[src/rtl/switch_req_debouncer.sv]
// Synchronises and debounces N raw switch lines into active-high request levels with rise/fall pulses.
// Optional macro REQ_HOLD_EN: adds an ack port and turns req into a sticky pending bit.
module switch_req_debouncer #(
  parameter int N            = 8,
  parameter int ACTIVE_LOW   = 1,
  parameter int TICK_DIV     = 50000,
  parameter int STABLE_TICKS = 10
) (
  input  logic         clk,
  input  logic         rst,
  input  logic [N-1:0] raw,
`ifdef REQ_HOLD_EN
  input  logic [N-1:0] ack,
`endif
  output logic [N-1:0] req,
  output logic [N-1:0] rise,
  output logic [N-1:0] fall,
  output logic         changed
);
  localparam int PW = (TICK_DIV > 1) ? $clog2(TICK_DIV) : 1;
  localparam int CW = (STABLE_TICKS > 0) ? $clog2(STABLE_TICKS + 1) : 1;
  localparam logic [PW-1:0] PRE_LAST = PW'(TICK_DIV - 1);
  localparam logic [CW-1:0] CNT_LAST = CW'(STABLE_TICKS - 1);

  logic [N-1:0]  lvl;
  logic [N-1:0]  s1_reg;
  logic [N-1:0]  s2_reg;
  logic [N-1:0]  deb_reg;
  logic [N-1:0]  rise_reg;
  logic [N-1:0]  fall_reg;
  logic          changed_reg;
  logic [N-1:0]  differ;
  logic [N-1:0]  accept;
  logic [PW-1:0] pre_reg;
  logic          tick;
  logic [CW-1:0] cnt_reg  [N];
  logic [CW-1:0] cnt_next [N];

  assign lvl  = (ACTIVE_LOW != 0) ? ~raw : raw;
  assign tick = (pre_reg == PRE_LAST);

  // Two-flop synchroniser and the shared free-running tick prescaler.
  always_ff @(posedge clk) begin
    if (rst) begin
      s1_reg  <= '0;
      s2_reg  <= '0;
      pre_reg <= '0;
    end else begin
      s1_reg  <= lvl;
      s2_reg  <= s1_reg;
      pre_reg <= tick ? '0 : pre_reg + 1'b1;
    end
  end

  // Any sample agreeing with the accepted level restarts that channel's count.
  for (genvar gi = 0; gi < N; gi++) begin : g_chan
    assign differ[gi]   = s2_reg[gi] ^ deb_reg[gi];
    assign accept[gi]   = differ[gi] & tick & (cnt_reg[gi] == CNT_LAST);
    assign cnt_next[gi] = (!differ[gi] || accept[gi]) ? '0
                        : (tick ? cnt_reg[gi] + 1'b1 : cnt_reg[gi]);
  end

  always_ff @(posedge clk) begin
    if (rst) begin
      deb_reg     <= '0;
      rise_reg    <= '0;
      fall_reg    <= '0;
      changed_reg <= 1'b0;
      for (int i = 0; i < N; i++) begin
        cnt_reg[i] <= '0;
      end
    end else begin
      deb_reg     <= deb_reg ^ accept;
      rise_reg    <= accept & s2_reg;
      fall_reg    <= accept & ~s2_reg;
      changed_reg <= |accept;
      cnt_reg     <= cnt_next;
    end
  end

`ifdef REQ_HOLD_EN
  logic [N-1:0] pend_reg;

  // A rise in the same cycle as an ack keeps the request pending.
  always_ff @(posedge clk) begin
    if (rst) begin
      pend_reg <= '0;
    end else begin
      pend_reg <= (pend_reg & ~ack) | rise_reg;
    end
  end

  assign req = pend_reg;
`else
  assign req = deb_reg;
`endif

  assign rise    = rise_reg;
  assign fall    = fall_reg;
  assign changed = changed_reg;

endmodule
[config.mk]
export PLATFORM = sky130hd
export DESIGN_NAME = switch_req_debouncer
export DESIGN_NICKNAME = d
export VERILOG_FILES = /design/src/rtl/switch_req_debouncer.sv
export SDC_FILE = /design/constraint.sdc
export NUM_CORES = 1
export LEC_CHECK = 0
export ABC_AREA = 1
export BUFFER_PORTS_ARGS = -buffer_cell sky130_fd_sc_hd__buf_2
export CAP_MARGIN = 20
export CORE_MARGIN = 2
export CORE_UTILIZATION = 46
export DETAILED_ROUTE_END_ITERATION = 10
export PLACE_DENSITY = 0.6
export SLEW_MARGIN = 10
export SYNTH_ARGS = -nofsm -noshare
export SYNTH_HDL_FRONTEND = slang
export SYNTH_SLANG_ARGS = --single-unit
[constraint.sdc]
create_clock -name clk -period 2.1 [get_ports clk]
set_input_delay 0.315 -clock clk [delete_from_list [all_inputs] [get_ports clk]]
set_output_delay 0.315 -clock clk [all_outputs]
set_load 0.005 [all_outputs]
==> metrics.md, run 1 <==
| Metric | Value |
|---|---|
| Status | complete, no violations |
| Grt total ovfl | 0 |
| Top-count cell post-synth | nand2_1 |
| Area after DPL | ~0.004 sq mm |
| WP buf/inv | 1 |
| Pwr Total | 3180 uW |
| Synth cell count leaders | 116 x nand2_1, 89 x dfxtp_1, 82 x nor2_1 |
| DR pass1 iterations | 4 |
| Power per standard cell area | 732 mW/mm^2 |
| Largest net degree at the start of global routing | 40 |
| I/O pin count | 35 |
| CTS tree | done |
| Drt initial violations | 78 |
| Slew Limit Fails | 0 |
| Vias/cell | 4.60 |
| Die Y | 95.4 microns |
| Max Root-Sink Buffers | 2 |
| Flops & latches, synth | just under 90 |
| Yosys top cell area share | 46.4% |
| Final worst setup slack | 0.384 ns |
| Worst-Margin Slew | roughly 0.63 ns |
| Most Frequent Cell on Critical Path | nand2_1 |
| Clock root buffer | clkbuf_8 |
| Hpwl dp | 4940 microns |
| Slowest CP cell | dfxtp_1 |
| Routability cong. | 0.818 |
| Max-cap violations | 0 |
| Register area share after synthesis | between 40% and 50% |
| RSZ-0062 raised after global routing | no |
| WS Path Type | flop to flop |
| First-pass GRT wire length | about 12,000 microns |
| Yosys warnings | 0 |
| CP Cell Sequence | ha_1 -> nand2_2 -> nor2_4 -> nand2_1 -> nor2_2 -> buf_12 -> nand2_1 -> nand2_1 -> a21oi_1 |
| Setup crit end kind | flop |
| Clock Skew | 0.00703 ns |
| Maximum vdd drop | 0.558 mV |
| Core ar. | 0.00818 sq mm |
| Arrival time at the worst endpoint | roughly 2 ns |
| Crit-path leading delay family | simple AND/OR/NAND/NOR gates |
| Diode count | 0 |
| TritonCTS Buffers | 9 |
| DIE AREA | between 0.009 and 0.01 sq mm |
| Max Clk Rate | 583 MHz |
| Clock Sinks | slightly below 90 |
| Max_slew headroom | 57.7% |
| Die Wd | 95.4 microns |
| Remaining DRCs | 0 |
| Synth top area cells | dfxtp_1 46%, nand2_1 11%, nor2_1 8.0% |
| Crit path required time | 2.34 ns |
| Wirelength per Cell | 10.8 microns |
| GR Util All Layers | 16.9% |
| Wirelength, routed | approximately 7000 microns |
| Fin crit period | 1.72 ns |
| Vias | approximately 3,000 |
| Reg clk slew, reported paths | 0.09 ns |
| Worst-Skew Late Latency | 0.35 ns |
| Distinct cell type count of the synthesized netlist | 26 |
| Antenna violations before repair | 0 |
| Port buffer count | 34 |
| Avg Inst Size Synth | 7.68 sq um |
| Largest stage delay on the critical path | 0.38 ns |
| Number of core rows | 33 |
| Final #Nets | between 500 and 600 |
| Final Hold Fails | 0 |
| Final setup fails | 0 |
| Fin area | 0.00435 sq mm |
| Min-Delay Path Class | input pin to flop |
| Leak pwr | roughly 0.0018 uW |
| FILL cells | 790 |
| CP Max Fanout | 29 |
| CP Launch Type | flop |
| Starting Density | 47.0% |
| Tcrit/Tclk final | about four fifths |
| Max reg flops | 32 |
| Dpl ws | 0.406 ns |
| Syn Inst Count | 500 |
| Layout area overhead | 13.2% |
| Syn Nets | 527 |
| Most used DFF post-synth | dfxtp_1 |
| Number of synthesized flops with an enable pin | 0 |
| Setup_tns | 0 ns |
| Post-DRT Antenna Nets | 0 |
| Asr flop ratio synth | 0% |
| Vias in the first global route | 2,810 |
| # H-tree levels | 3 |
| Postcts setup bufs | 0 |
| Area leader, netlist | dfxtp_1 |
| Syn Std Cell Area | about 0.0038 sq mm |
| Share of cells above drive strength 1 | 10.9% |
| Hold bufs inserted after CTS | 0 |
| Post_cts resized | 0 |
cell usage in the layout (no fill, tap or decap), drive strengths merged, types with 16 or more instances in the layout:
| cell | count |
|---|---|
| inv | 59 |
| xnor2 | 16 |
| ha | 17 |
| nor3 | 17 |
| nand3 | 18 |
| nand2 | 118 |
| dfxtp | 89 |
| buf | 38 |
| nor2 | 84 |
| a21oi | 28 |
| xor2 | 19 |
final timing paths:
path | to | slack, ns | from | cells past startpoint
setup / recovery | cnt_reg[22]$_SDFFE_PP0N_ | 0.38 | pre_reg[0]$_SDFF_PP0_ | 9
hold / removal | s1_reg[0]$_SDFF_PP0_ | 0.11 | raw[0] | 2
setup reg to reg | cnt_reg[22]$_SDFFE_PP0N_ | 0.38 | pre_reg[0]$_SDFF_PP0_ | 9
hold reg to reg | s2_reg[7]$_SDFF_PP0_ | 0.40 | s1_reg[7]$_SDFF_PP0_ | 2
report_power, final:
| group | total, uW | switching, uW | internal (uW) |
|---|---|---|---|
| logic | 63.7 | 41.0 | 22.7 |
| clock network | 1400 | 586 | 817 |
| registers | 1720 | 11.6 | 1700 |
| total | 3180 | 638 | 2540 |
metal layers:
layer	global-route usage, %	vias to the layer above	routed length (microns)
met5	0	-	0
met4	7.14	0	93
met3	2.37	8	205
met2	26.9	36	3040
met1	23.1	1308	3620
li1	-	1622	-
worst register-to-register path, stage by stage (launching register included):
cell     delay [ns]
dfxtp_1        0.38
ha_1           0.20
nand2_2        0.09
nor2_4         0.10
nand2_1        0.07
nor2_2         0.16
buf_12         0.20
nand2_1        0.16
nand2_1        0.19
a21oi_1        0.07
layout make-up:
cell class	instances	area, sq um	share of cell area, %
Tap cell	105	131	3.02
Sequential cell	89	1780	41.0
Clock buffer	10	138	3.17
Clock inverter	5	104	2.39
Multi-Input combinational cell	339	1760	40.4
Timing Repair Buffer	38	213	4.89
Inverter	60	225	5.18
metrics by stage:
step / util, % / hold WS [ns] / instances
6_report: 53.2 / 0.112 / 646
5_1_grt: 53.2 / 0.0955 / 646
4_1_cts: 53.2 / 0.0952 / 646
3_5_place_dp: 50.2 / 0.393 / 631
3_3_place_gp: 50.2 / 0.389 / 631
2_1_floorplan: - / 0.387 / 500
cells by family (layout without fill, tap and decap cells):
logic type	Yosys count	count (layout)	synth area share (%)
AO/OA/AOI/OAI	35	35	4.56
XOR/XNOR	35	35	7.98
multiplexers	1	1	0.261
adder cells (fa/ha/maj)	17	17	5.54
buffers and inverters	72	113	7.92
AND/OR/NAND/NOR	251	251	27.4
flip-flops	89	89	46.4
No activity file was read; power rests on OpenSTA's default activity.
==> run 2: changes to the inputs <==
Clock period 2.1 ns to 1.7 ns, I/O delays scaled along.
==> run 2 against run 1 <==
Net effect:
- utilization increased by 1.2 points
- non-clock buffer count increased by 8
- critical path depth grew 1
- critical path type unchanged
- critical endpoint is now cnt_reg[29]$_SDFFE_PP0N_
- largest power group unchanged
==> metrics.md, run 2 (synthesized netlist as in run 1, its figures left out) <==
| Metric | Value |
|---|---|
| Final setup fails | 0 (unchanged) |
| Arrival time at the worst endpoint | 1.86 ns (-0.10 ns) |
| Crit-path leading delay family | simple AND/OR/NAND/NOR gates |
| Commonest non-fill, non-tap cell in the layout | nand2_1 |
| CP Cell Sequence | ha_1 -> nand2_2 -> nor2_4 -> inv_1 -> nor2_1 -> nand2_2 -> buf_12 -> o21ai_0 -> inv_1 -> nor2_1 |
| Diode count | 0 (unchanged) |
| Fin crit period | 1.57 ns (-0.143 ns) |
| FILL cells | 755 (-4.4%) |
| Hpwl dp | 5040 microns (+2.1%) |
| Placed insts | 637 (+0.95%) |
| M1 wire length | 3620 microns (about the same) |
| Drt initial violations | 151 (+94%) |
| Clock Skew | 0.00933 ns (+0.00230 ns) |
| First-pass GRT wire length | 12,000 microns (-1.9%) |
| Worst-Margin Slew | 0.299 ns (-0.330 ns) |
| Wirelength, routed | 7230 microns (+4.0%) |
| Vias | 3,055 (+2.7%) |
| Maximum vdd drop | 0.459 mV (-18%) |
| Hold worst-path end | s1_reg[2]$_SDFF_PP0_ |
| Antenna violations before repair | 0 (unchanged) |
| Leak pwr | 0.00184 uW (+2.5%) |
| R2R cell count | 10 (+1) |
| Reg2reg start | pre_reg[0]$_SDFF_PP0_ |
| Max reg flops | 32 (unchanged) |
| Vias in the first global route | 2,741 (-2.5%) |
| Wirelength per Cell | 11.0 microns (+2.5%) |
| Area after DPL | 0.00415 sq mm (+1.1%) |
| Post-DRT Antenna Nets | 0 (unchanged) |
| Grt total ovfl | 0 (unchanged) |
| Worst hold start | raw[2] |
| WP buf/inv | 3 (+2) |
| Number of core rows | 33 (unchanged) |
| I/O pin count | 35 (unchanged) |
| Tcrit/Tclk final | 92.5% (+11 points) |
| WS Path Type | flop to flop |
| Pwr Total | 3840 uW (+21%) |
| Remaining DRCs | 0 (unchanged) |
| Die Wd | 95.4 microns (unchanged) |
| RSZ-0062 raised after global routing | no |
| Max_slew headroom | 80.0% (+22 points) |
| Fin area | 0.00445 sq mm (+2.2%) |
| Slew Limit Fails | 0 (unchanged) |
| GR Util All Layers | 16.8% (-0.15 points) |
| Power per standard cell area | 863 mW/mm^2 (+18%) |
| Max Root-Sink Buffers | 2 (unchanged) |
| Vias/cell | 4.66 (+1.3%) |
| Largest net degree at the start of global routing | 30 (-25%) |
| Status | complete, no violations |
| TritonCTS Buffers | 9 (unchanged) |
| Non-Filler Instances | 655 (+1.4%) |
| CP Launch Type | flop |
| Multi-input logic area | 0.00177 sq mm (+1.0%) |
| Max Clk Rate | 636 MHz (+9.1%) |
| Routed wl met3 | 238 microns (+16%) |
| Min-Delay Path Class | input pin to flop |
| Worst hold stages | 2 (unchanged) |
| Register area | 0.00178 sq mm (about the same) |
| Layout area overhead | 15.7% |
| Worst-Skew Late Latency | 0.35 ns (about the same) |
| Final #Nets | 572 (+1.4%) |
| Setup_tns | 0 ns (unchanged) |
| Slowest CP cell | dfxtp_1 |
| Die Y | 95.4 microns (unchanged) |
| Hold Slack | 0.0418 ns (-0.0705 ns) |
| Routability cong. | 0.854 (+4.5%) |
| Port buffer count | 34 (unchanged) |
| Largest stage delay on the critical path | 0.35 ns (-0.03 ns) |
| Crit path required time | 1.99 ns (-0.35 ns) |
| CTS tree | done |
| Clock root buffer | clkbuf_8 |
| Uppermost layer routed | met4 |
| DIE AREA | 0.00910 sq mm (unchanged) |
| CP Max Fanout | 26 (-10%) |
| FF-to-FF End | cnt_reg[29]$_SDFFE_PP0N_ |
| Commonest non-fill, non-tap cells in the layout | 114 x nand2_1, 88 x dfxtp_1, 82 x nor2_1, 57 x inv_1, 34 x buf_2 |
| Reg clk slew, reported paths | 0.09 ns (about the same) |
| Core ar. | 0.00818 sq mm (unchanged) |
| DR pass1 iterations | 4 (unchanged) |
| Share of cells above drive strength 1 | 13.3% (+2.4 points) |
| Max-cap violations | 0 (unchanged) |
| R2R Setup Slk | 0.13 ns (-0.26 ns) |
| # H-tree levels | 3 (unchanged) |
| Final Hold Fails | 0 (unchanged) |
| Clock Sinks | 89 (unchanged) |
| Setup crit end kind | flop |
| WL met2 | 3270 microns (+7.4%) |
| Starting Density | 47.0% (unchanged) |
run 2: changes by cell type in the layout (fill, tap and decap cells not counted), sizes merged:
cell      before  now
inv           59   61
clkinvlp       0    1
buf           38   45
bufinv         3    2
run 2: power by group:
| group | internal [uW] | switching [uW] | total, uW | leakage (uW) |
|---|---|---|---|---|
| Combinational | 33.8 | 54.6 | 88.3 | 0.00101 |
| Clock | 846 | 781 | 1630 | 0.000112 |
| Sequential | 2110 | 14.0 | 2120 | 0.000721 |
run 2: how the worst max path moves through the flow:
stage,startpoint,endpoint,cells after the start
final,pre_reg[0]$_SDFF_PP0_,cnt_reg[29]$_SDFFE_PP0N_,10
after global routing,pre_reg[0]$_SDFF_PP0_,cnt_reg[29]$_SDFFE_PP0N_,10
after CTS,pre_reg[1]$_SDFF_PP0_,cnt_reg[12]$_SDFFE_PP0N_,9
after detailed placement,pre_reg[1]$_SDFF_PP0_,cnt_reg[14]$_SDFFE_PP0N_,9
after global placement,pre_reg[1]$_SDFF_PP0_,cnt_reg[12]$_SDFFE_PP0N_,9
after floorplan,pre_reg[0]$_SDFF_PP0_,pre_reg[13]$_SDFF_PP0_,10
run 2: final cells by class:
type / count / share of cell area [%]
tap: 105 / 2.96
timing repair buffer: 46 / 6.81
multi-input combinational: 339 / 39.9
clock inverter: 7 / 2.28
sequential: 89 / 40.1
inverter: 60 / 5.18
clock buffer: 9 / 2.79
run 2: layer usage:
layer	up-vias	GRT usage (%)
met2	45	27.3
met1	1359	22.0
met5	-	0
met4	0	6.90
met3	9	2.85
li1	1642	-
run 2: timing repair:
item | 4_1_cts | 5_1_grt
hold buffers | 0 | 0
buffers inserted | 0 | 1
resized for setup | 0 | 13
setup endpoints to repair | 0 | 49
run 2: per-stage QoR:
stage	worst slack, ns	util [%]
3_5_place_dp	0.0272	50.8
3_3_place_gp	0.0614	50.8
4_1_cts	0.0110	53.5
6_report	0.128	54.4
5_1_grt	0.00879	54.4
2_1_floorplan	0.242	-
==> run 3: changes to the inputs <==
Settings changed: BUFFER_PORTS_ARGS -buffer_cell sky130_fd_sc_hd__buf_2 to -buffer_cell sky130_fd_sc_hd__buf_4, CORE_UTILIZATION 46 to 43, PLACE_DENSITY 0.6 to 0.57, SLEW_MARGIN 10 to not set.
==> run 3 against run 2 <==
Net effect:
- hold slack lost 0.0056 ns
- wire length increased by 2.3%
- clock power is 14% lower
- largest power group unchanged
- die area rose by 6.7%
- clock skew about the same
- cell count is 0.15% higher
- fmax hardly changed
==> metrics.md, run 3 (synthesized netlist as in run 1, its figures left out) <==
| Metric | Value |
|---|---|
| Status | complete, no violations |
| Wirelength per Cell | 11.3 microns (+2.2%) |
| Hpwl dp | 5340 microns (+5.8%) |
| Fin crit period | 1.57 ns (+0.000102 ns) |
| Reg clk slew, reported paths | 0.09 ns (about the same) |
| Port buffer count | 34 (unchanged) |
| Crit-path leading delay family | simple AND/OR/NAND/NOR gates |
| Min-Delay Path Class | input pin to flop |
| GR Util All Layers | 16.1% (-0.69 points) |
| RSZ-0062 raised after global routing | no |
| Largest net degree at the start of global routing | 30 (unchanged) |
| Drt initial violations | 98 (-35%) |
| Setup crit end kind | flop |
| Grt total ovfl | 0 (unchanged) |
| Gate power share | 2.7% (+0.4 points) |
| Commonest non-fill, non-tap cell in the layout | nand2_1 |
| Max reg flops | 32 (unchanged) |
| Clock Sinks | 89 (unchanged) |
| Die Y | 98.5 microns (+3.3%) |
| Remaining DRCs | 0 (unchanged) |
| Routability cong. | 0.775 (-9.2%) |
| Setup_tns | 0 ns (unchanged) |
| Hold bufs inserted after CTS | 0 (unchanged) |
| TritonCTS Buffers | 9 (unchanged) |
| Arrival time at the worst endpoint | 1.84 ns (-0.02 ns) |
| CP Max Fanout | 15 (-42%) |
| Antenna violations before repair | 0 (unchanged) |
| Final setup fails | 0 (unchanged) |
| Vias | 3,065 (+0.33%) |
| Pwr Total | 3610 uW (-5.8%) |
| Power per standard cell area | 802 mW/mm^2 (-7.1%) |
| # H-tree levels | 3 (unchanged) |
| Slowest CP cell | dfxtp_2 |
| FILL cells | 891 (+18%) |
| Clock root buffer | clkbuf_8 |
| Die Wd | 98.5 microns (+3.3%) |
| Sequential power share | 58.7% (+3.4 points) |
| Worst-Margin Slew | 0.241 ns (-0.0580 ns) |
| Switching power | 858 uW (+1.1%) |
| Final Hold Fails | 0 (unchanged) |
| CP Launch Type | flop |
| WP buf/inv | 1 (-2) |
| Diode count | 0 (unchanged) |
| Number of core rows | 34 (+3.0%) |
| First-pass GRT wire length | 12,800 microns (+6.4%) |
| Post-DRT Antenna Nets | 0 (unchanged) |
| CP Cell Sequence | ha_2 -> nand2_2 -> nor2_4 -> nand2_1 -> nor2_4 -> buf_12 -> nand2_1 -> nor3_1 |
| Commonest non-fill, non-tap cells in the layout | 107 x nand2_1, 87 x dfxtp_1, 81 x nor2_1, 57 x inv_1, 42 x buf_4 |
| Core ar. | 0.00868 sq mm (+6.2%) |
| Postcts setup bufs | 0 (unchanged) |
| Vias in the first global route | 2,925 (+6.7%) |
| Largest stage delay on the critical path | 0.35 ns (about the same) |
| Max Clk Rate | 636 MHz (about the same) |
| DIE AREA | 0.00971 sq mm (+6.7%) |
| Worst-Skew Late Latency | 0.36 ns (about the same) |
| Leak pwr | 0.00182 uW (-0.92%) |
| Switching part of the total | 23.8% (+1.6 points) |
| Max Root-Sink Buffers | 2 (unchanged) |
| Share of cells above drive strength 1 | 15.1% (+1.9 points) |
| CTS tree | done |
| Maximum vdd drop | 0.421 mV (-8.4%) |
| Hold Slack | 0.0362 ns (-0.00564 ns) |
| Wirelength, routed | 7400 microns (+2.3%) |
| Max_slew headroom | 83.8% (+3.7 points) |
| I/O pin count | 35 (unchanged) |
| Slew Limit Fails | 0 (unchanged) |
| Tcrit/Tclk final | 92.5% (about the same) |
| Final #Nets | 570 (-0.35%) |
| Total internal power | 2760 uW (-7.8%) |
| Crit path required time | 1.96 ns (-0.03 ns) |
| Clock Skew | 0.00899 ns (-0.000345 ns) |
| Max-cap violations | 0 (unchanged) |
| Layout area overhead | 17.4% |
| Starting Density | 44.3% (-2.7 points) |
| Clock power frac | 38.6% (-3.8 points) |
| DR pass1 iterations | 4 (unchanged) |
| Vias/cell | 4.67 (+0.17%) |
| WS Path Type | flop to flop |
-- run 3: timing repair --
action,CTS,global route
resized for setup,1,20
pin swaps,0,1
endpoints found under the setup margin,1,64
cloned,0,1
-- run 3: final timing paths --
kind,start,end,slack [ns],depth (start not counted)
max,pre_reg[1]$_SDFF_PP0_,rise[7]$_SDFF_PP0_,0.13,8
min,raw[3],s1_reg[3]$_SDFF_PP0_,0.04,2
max reg2reg,pre_reg[1]$_SDFF_PP0_,rise[7]$_SDFF_PP0_,0.13,8
min reg2reg,s1_reg[2]$_SDFF_PP0_,s2_reg[2]$_SDFF_PP0_,0.40,2
-- run 3: routing by layer --
| layer | vias to the layer above | global-route usage, % | share of wire (%) |
|---|---|---|---|
| met5 | - | 0 | 0 |
| met4 | 0 | 7.06 | 1.5 |
| met3 | 9 | 3.33 | 3.7 |
| met2 | 38 | 26.9 | 49 |
| met1 | 1386 | 20.1 | 46 |
| li1 | 1632 | - | - |
-- run 3: layout make-up --
cell class              instances  area (sq um)  area share, %
multi-input cells             339          1810           40.0
flip-flops and latches         89          1780           39.6
repair buffers                 44           360           7.99
inverters                      60           228           5.05
clock buffers                  10           138           3.05
well taps                     108           135           3.00
clock inverters                 6          57.6           1.28
-- run 3: stage by stage --
stage | setup slack (ns) | utilization, % | std cells | area (sq um)
4_1_cts | 0.0168 | 51.1 | 655 | 4430
3_5_place_dp | -0.00420 | 48.8 | 639 | 4230
2_1_floorplan | 0.242 | - | 500 | 3840
3_3_place_gp | 0.0309 | 48.8 | 639 | 4230
5_1_grt | 0.00902 | 51.9 | 656 | 4510
6_report | 0.128 | 51.9 | 656 | 4510
-- run 3: power groups by stage --
stage / registers (uW) / clock network (uW) / logic, uW
6_report: 2120 / 1400 / 96.0
5_1_grt: 2130 / 1540 / 110
4_1_cts: 2120 / 1450 / 95.0
3_5_place_dp: 2170 / 0 / 94.5
3_3_place_gp: 2170 / 0 / 92.4
2_1_floorplan: 2170 / 0 / 56.9
